==> src/rtl/vram_arbiter.sv <==
// vram_arbiter: shares one single-port VRAM between fixed-latency video reads and posted CPU byte writes.
module vram_arbiter #(
   parameter int FIFO_DEPTH = 4,
   parameter int AW = 13
) (
   input  logic                        clk_sys,
   input  logic                        reset,
   input  logic                        cpu_we,
   input  logic [15:0]                 cpu_addr,
   input  logic [7:0]                  cpu_din,
   output logic                        cpu_ready,
   input  logic                        vid_req,
   input  logic [AW-1:0]               vid_addr,
   output logic [31:0]                 vid_data,
   output logic                        vid_valid,
   output logic [AW-1:0]               mem_addr,
   output logic                        mem_we,
   output logic [3:0]                  mem_be,
   output logic [31:0]                 mem_wdata,
   input  logic [31:0]                 mem_rdata,
   output logic [$clog2(FIFO_DEPTH):0] fifo_level,
   output logic                        overflow
);
   localparam int PW = $clog2(FIFO_DEPTH);
   localparam int LW = PW + 1;
   logic [22:0]   fifo [FIFO_DEPTH];
   logic [PW-1:0] wr_ptr, rd_ptr;
   logic          rd_p1, rd_p2, push_req, pop, push;
   logic [22:0]   head;
   logic [LW-1:0] level_nxt;
   always_comb begin
      push_req  = cpu_we && cpu_addr[15];
      pop       = !vid_req && fifo_level != '0;
      push      = push_req && (fifo_level != LW'(FIFO_DEPTH) || pop);
      head      = fifo[rd_ptr];
      level_nxt = fifo_level + LW'(push) - LW'(pop);
   end
   // Entry layout: {word[12:0], lane[1:0], data[7:0]}
   always_ff @(posedge clk_sys)
      if (push) fifo[wr_ptr] <= {cpu_addr[12:0], cpu_addr[14:13], cpu_din};
   always_ff @(posedge clk_sys) begin
      if (reset) begin
         wr_ptr     <= '0;
         rd_ptr     <= '0;
         fifo_level <= '0;
         cpu_ready  <= 1'b1;
         overflow   <= 1'b0;
         rd_p1      <= 1'b0;
         rd_p2      <= 1'b0;
         vid_valid  <= 1'b0;
         vid_data   <= '0;
         mem_addr   <= '0;
         mem_we     <= 1'b0;
         mem_be     <= '0;
         mem_wdata  <= '0;
      end else begin
         rd_p1      <= vid_req;
         rd_p2      <= rd_p1;
         vid_valid  <= rd_p2;
         if (rd_p2) vid_data <= mem_rdata;
         if (push) wr_ptr <= wr_ptr + PW'(1);
         if (pop) rd_ptr <= rd_ptr + PW'(1);
         overflow   <= overflow | (push_req & !push);
         fifo_level <= level_nxt;
         cpu_ready  <= level_nxt != LW'(FIFO_DEPTH);
         mem_we     <= pop;
         mem_be     <= pop ? 4'b0001 << head[9:8] : 4'b0000;
         if (vid_req) mem_addr <= vid_addr;
         else if (pop) begin
            mem_addr  <= AW'(head[22:10]);
            mem_wdata <= {4{head[7:0]}};
         end
      end
   end
endmodule

==> config.mk <==
export PLATFORM = sky130hd
export DESIGN_NAME = vram_arbiter
export DESIGN_NICKNAME = d
export VERILOG_FILES = /design/src/rtl/vram_arbiter.sv
export SDC_FILE = /design/constraint.sdc
export NUM_CORES = 1
export LEC_CHECK = 0
export ABC_CLOCK_PERIOD_IN_PS = 3100
export CORE_AREA = 2 2 117 119
export CTS_CLUSTER_SIZE = 16
export DETAILED_ROUTE_END_ITERATION = 10
export DIE_AREA = 0 0 119 121
export PLACE_DENSITY = 0.87
export SETUP_SLACK_MARGIN = 0.05
export SYNTH_ARGS = -nofsm -noshare
export SYNTH_HDL_FRONTEND = slang
export SYNTH_SLANG_ARGS = --single-unit
==> constraint.sdc <==
create_clock -name clk_sys -period 3.1 [get_ports clk_sys]
set_input_delay 0.62 -clock clk_sys [delete_from_list [all_inputs] [get_ports clk_sys]]
set_output_delay 0.62 -clock clk_sys [all_outputs]
set_load 0.01 [all_outputs]
==> results of run 1 <==
## kinds of logic after synthesis
kind of cell,after synthesis,synth area share
AND/OR/NAND/NOR,73,0.05588
AO/OA/AOI/OAI,65,0.06346
XOR/XNOR,1,0.003791
adder cells (fa/ha/maj),7,0.01517
flip-flops,164,0.6705
multiplexers,68,0.1337
buffers and inverters,61,0.05747
## per-layer routing
| layer | vias to the layer above | routed length, µm | GRT usage |
|---|---|---|---|
| li1 | 1885 | - | - |
| met1 | 1972 | 5720 | 0.2502 |
| met2 | 251 | 7130 | 0.3430 |
| met3 | 21 | 1333 | 0.06767 |
| met4 | 0 | 238 | 0.07515 |
| met5 | - | 0 | 0 |
## cell usage after synthesis, types with 6 or more instances
library cell / instances / area share
edfxtp_1: 92 / 0.44
dfxtp_1: 72 / 0.23
buf_2: 9 / 0.0072
a21oi_1: 26 / 0.021
mux4_2: 10 / 0.036
buf_4: 24 / 0.029
nor2_1: 40 / 0.024
mux2i_1: 32 / 0.051
clkbuf_1: 14 / 0.0084
mux2_2: 26 / 0.047
a222oi_1: 13 / 0.021
nand3_1: 11 / 0.0088
ha_1: 6 / 0.012
o21ai_0: 17 / 0.014
inv_1: 10 / 0.0060
o21ai_1: 7 / 0.0056
## state kept, by name (all words and copies together) (netlist names), 2 cells and up, named ones only
register,count
fifo,92
vid_data,32
mem_addr,13
mem_wdata,8
mem_be,4
fifo_level,3
rd_ptr,2
wr_ptr,2
## cell usage in the layout, fill, tap and decap left out, types with 5 or more instances in the layout
cell             netlist  final
nor2_1                40     40
a222oi_1              13     13
mux2i_1               32     32
buf_4                 24      8
o21ai_0               17     17
dfxtp_1               72     70
mux2_2                26     26
nor2b_1                5      5
a21oi_1               26     26
ha_1                   6      6
inv_1                 10     10
mux4_2                10     10
inv_6                  0      5
clkbuf_16              0     18
edfxtp_1              92     92
and3_1                 5      5
nand3_1               11     11
o21ai_1                7      7
clkdlybuf4s50_1        0    159
## stage by stage
stage,instances,util,instance area (µm²)
finish,766,0.6488,8489
global route,766,0.6488,8489
CTS,766,0.6488,8489
detailed placement,734,0.6012,7866
global placement,734,0.6012,7866
floorplan,439,-,6270
## power by group through the flow
stage | sequential, mW | clock, mW | combinational, mW
6_report | 2.66 | 2.19 | 1.24
5_1_grt | 2.68 | 2.32 | 1.33
4_1_cts | 2.66 | 2.22 | 1.25
3_5_place_dp | 2.70 | 0 | 1.23
3_3_place_gp | 2.69 | 0 | 1.19
2_1_floorplan | 2.65 | 0 | 0.763
## worst paths after layout
check	from	slack (ns)	to	depth (start not counted)
worst max-delay path	vid_req	0.55	cpu_ready$_SDFF_PP1_	11
worst max register to register	fifo_level[1]$_SDFF_PP0_	0.76	cpu_ready$_SDFF_PP1_	10
worst min register to register	rd_p1$_SDFF_PP0_	0.44	rd_p2$_SDFF_PP0_	1
worst min-delay path	rd_p1$_SDFF_PP0_	0.44	rd_p2$_SDFF_PP0_	1
## layout make-up
class | count | area, µm²
clock buffers | 19 | 454.2
clock inverters | 13 | 168.9
fillers | 911 | 4596
inverters | 10 | 37.54
multi-input cells | 214 | 1705
flip-flops and latches | 164 | 4207
well taps | 176 | 220.2
repair buffers | 170 | 1697
==> run metrics, run 1 <==
Avg WL per Cell=18.83 µm; Post-Route Setup TNS=0 ns; Core Area=13,090 µm²; Max-slew headroom=0.2857; Vias=4,129; Yosys cell types=31; Clock power frac=0.360; Final Hold Viols=0; pin count of the biggest net entering global routing=54; Place WS=0.1436 ns; crit path time final=2.552 ns; synth-to-layout area growth=35.40%; Total Die Area=14,400 µm²; DP HPWL=9781 µm; Clock Sink Count=164; crit-path leading delay family=adder cells; Starting Density=0.4792; CTS tree=done; sequential power share=0.436; overall power=6.090 mW; DR pass1 iterations=7; # DRC=0; Startpoint Class=primary input; Fin Hold WS=0.4384 ns; Critical Path RT=3.41 ns; Sw Pwr=1.596 mW; RSZ-0062 raised after global routing=no; first-pass GRT wire length=22,380 µm; cells along the critical path=clkdlybuf4s50_1 -> and4bb_2 -> nor2_1 -> inv_1 -> ha_1 -> inv_1 -> ha_1 -> fa_1 -> xor3_1 -> nor2_1 -> nand2_1; Critical Path AT=2.86 ns; Tcrit/Tclk final=0.8232; P_leak=2.937 nW; Primary FF master, synth=edfxtp_1; fraction of registers with async set/reset=0; power density over the cells=717.3 nW/µm²; Setup crit end kind=flip-flop; internal power component=4.494 mW; worst vdd ir=0.4158 mV; # diodes=0; Port-buffer cells=160; gr usage total=0.2056; crit path kind=in -> reg; pin slew with the least headroom to its limit=1.069 ns; RD Place Congestion=0.8049; Final ANT Viol Nets=0; Cells after Synth=439; Yosys warnings=0; number of synthesized flops with an enable pin=92; HP Class=reg -> reg; CTS clock-pin slew for the worst setup and hold paths=0.06 ns; Post-CTS Setup Bufs=0; status=complete, no violations; Max H-tree Level=4; antenna violations before repair=0; Max Transition Viols Final=0; CTS buffer count=17; fraction of layout cells with a size suffix above 1=0.1390; row cnt=42; clk_lat worst skew=0.42 ns; slowest cell delay on critical path=0.50 ns; PnR worst setup slack=0.5481 ns; Root Driver=clkbuf_16; Synth Register Bits=164; cell area after synthesis=6270 µm²; syn nets=519; grt total ovfl=0; DIE WIDTH=119 µm; Die H=121 µm; clk buf depth=2; vias in the first global route=4,147; CTS Hold Buffers Added=0; I/O pins=161; final wirelength=14,420 µm; CTS resizes=0; Seq/Total Area, Yosys=0.6705; crit path max fanout=4; Net Sw Frac=0.2621; vias per inst=5.390; Max-cap violations=0; final-report setup violation count=0; Syn Area/Cell=14.28 µm²; net count reported at finish=657; Buffers & Inverters on Critical Path=3; Logic pwr share=0.204; first-iteration detailed-routing DRC count=324; maximum clock frequency=391.9 MHz; clock skew=0.008554 ns; slowest library cell on the worst path=clkdlybuf4s50_1
Note: power is estimated with default switching activity, not from simulation.
==> inputs of run 2 (changes only) <==
Settings changed: ABC_CLOCK_PERIOD_IN_PS 3100 to 2500.
Clock period 3.1 ns to 2.5 ns, I/O delays scaled along.
==> run metrics, run 2 (synthesis results as in run 1) <==
# DRC=0; worst vdd ir=0.6117 mV; PnR worst setup slack=0.1271 ns; Tcrit/Tclk final=0.9491; I/O pins=161; Critical Path AT=2.68 ns; DP HPWL=9804 µm; max reg flops=92; Finished Layout Cells=775; Max Transition Viols Final=0; clock skew=0.008451 ns; # diodes=0; final core occ=0.6554; Startpoint Class=primary input; CTS clock-pin slew for the worst setup and hold paths=0.06 ns; Root Driver=clkbuf_16; Max-slew headroom=0.2985; crit path max fanout=2; P_leak=2.983 nW; CTS tree=done; crit path kind=in -> reg; Buffers & Inverters on Critical Path=3; crit path launch=vid_req; cells along the critical path=clkdlybuf4s50_1 -> and4bb_2 -> nor2_1 -> inv_1 -> ha_1 -> inv_1 -> ha_1 -> fa_1 -> xor3_1 -> nor2_1 -> nand2_1; Avg WL per Cell=18.81 µm; net count reported at finish=666; antenna violations before repair=0; clk_lat worst skew=0.42 ns; vias in the first global route=4,249; final-report setup violation count=0; Fin Hold WS=0.4419 ns; Final ANT Viol Nets=0; vias per inst=5.418; power density over the cells=881.5 nW/µm²; Critical Path RT=2.81 ns; Die H=121 µm; hold_sp=rd_p1$_SDFF_PP0_; Inst Count DP=743; DIE WIDTH=119 µm; row cnt=42; final wirelength=14,580 µm; Clock Sink Count=164; Port-buffer cells=160; Crit Reg-Reg Startpoint=fifo_level[0]$_SDFF_PP0_; Final Hold Viols=0; RD Place Congestion=0.8195; clk buf depth=2; HP Class=reg -> reg; overall power=7.559 mW; DR pass1 iterations=7; Post-CTS Setup Bufs=0; pin slew with the least headroom to its limit=1.050 ns; synth-to-layout area growth=36.78%; fraction of layout cells with a size suffix above 1=0.1536; fin area=8576 µm²; pin count of the biggest net entering global routing=44; RSZ-0062 raised after global routing=no; gr usage total=0.2070; most flop-heavy register=fifo; Starting Density=0.4792; crit path time final=2.373 ns; crit-path leading delay family=adder cells; placed inst area=7959 µm²; maximum clock frequency=421.4 MHz; most common cell after layout, fill and taps aside=clkdlybuf4s50_1; grt total ovfl=0; first-iteration detailed-routing DRC count=289; Core Area=13,090 µm²; Setup crit end kind=flip-flop; Max H-tree Level=4; Max-cap violations=0; Post-Route Setup TNS=0 ns; status=complete, no violations; first-pass GRT wire length=22,540 µm; Vias=4,199; CTS buffer count=17; slowest library cell on the worst path=clkdlybuf4s50_1; most frequent cells in the layout=159 x clkdlybuf4s50_1, 92 x edfxtp_1, 69 x dfxtp_1; registers with the most flip-flops=fifo x92, vid_data x32, mem_addr x13; slowest cell delay on critical path=0.46 ns; Place WS=-0.2562 ns; Total Die Area=14,400 µm²
[run 2: timing repair]
item | in CTS | in global routing
endpoints found under the hold margin | 0 | 0
resized for setup | 0 | 1
endpoints found under the setup margin | 0 | 1
hold buffers | 0 | 0
[run 2: layout make-up]
type	count	area [µm²]
fill	893	4509
tap	176	220.2
clock inverter	10	120.1
clock buffer	22	495.5
inverter	10	37.54
multi-input combinational	214	1705
timing repair buffer	179	1789
sequential	164	4208
[run 2: where the power goes]
part	total (mW)	switching, mW	internal (mW)	leakage, nW
registers	3.26	0.205	3.06	1.43
clock network	2.66	1.04	1.61	0.298
logic	1.64	0.734	0.906	1.26
[run 2: metal layers]
metal  up-vias  wire [µm]  GRT usage  share of wire
li1       1902          -          -              -
met1      2007       5724     0.2511           0.39
met2       258       7185     0.3481           0.49
met3        32       1387    0.06532          0.095
met4         0        282    0.07664          0.019
met5         -          0          0              0
[run 2: final timing paths]
check                         end  slack (ns)  cells after the start
min reg2reg      rd_p2$_SDFF_PP0_        0.44                      1
max reg2reg  cpu_ready$_SDFF_PP1_        0.18                     10
max          cpu_ready$_SDFF_PP1_        0.13                     11
min              rd_p2$_SDFF_PP0_        0.44                      1
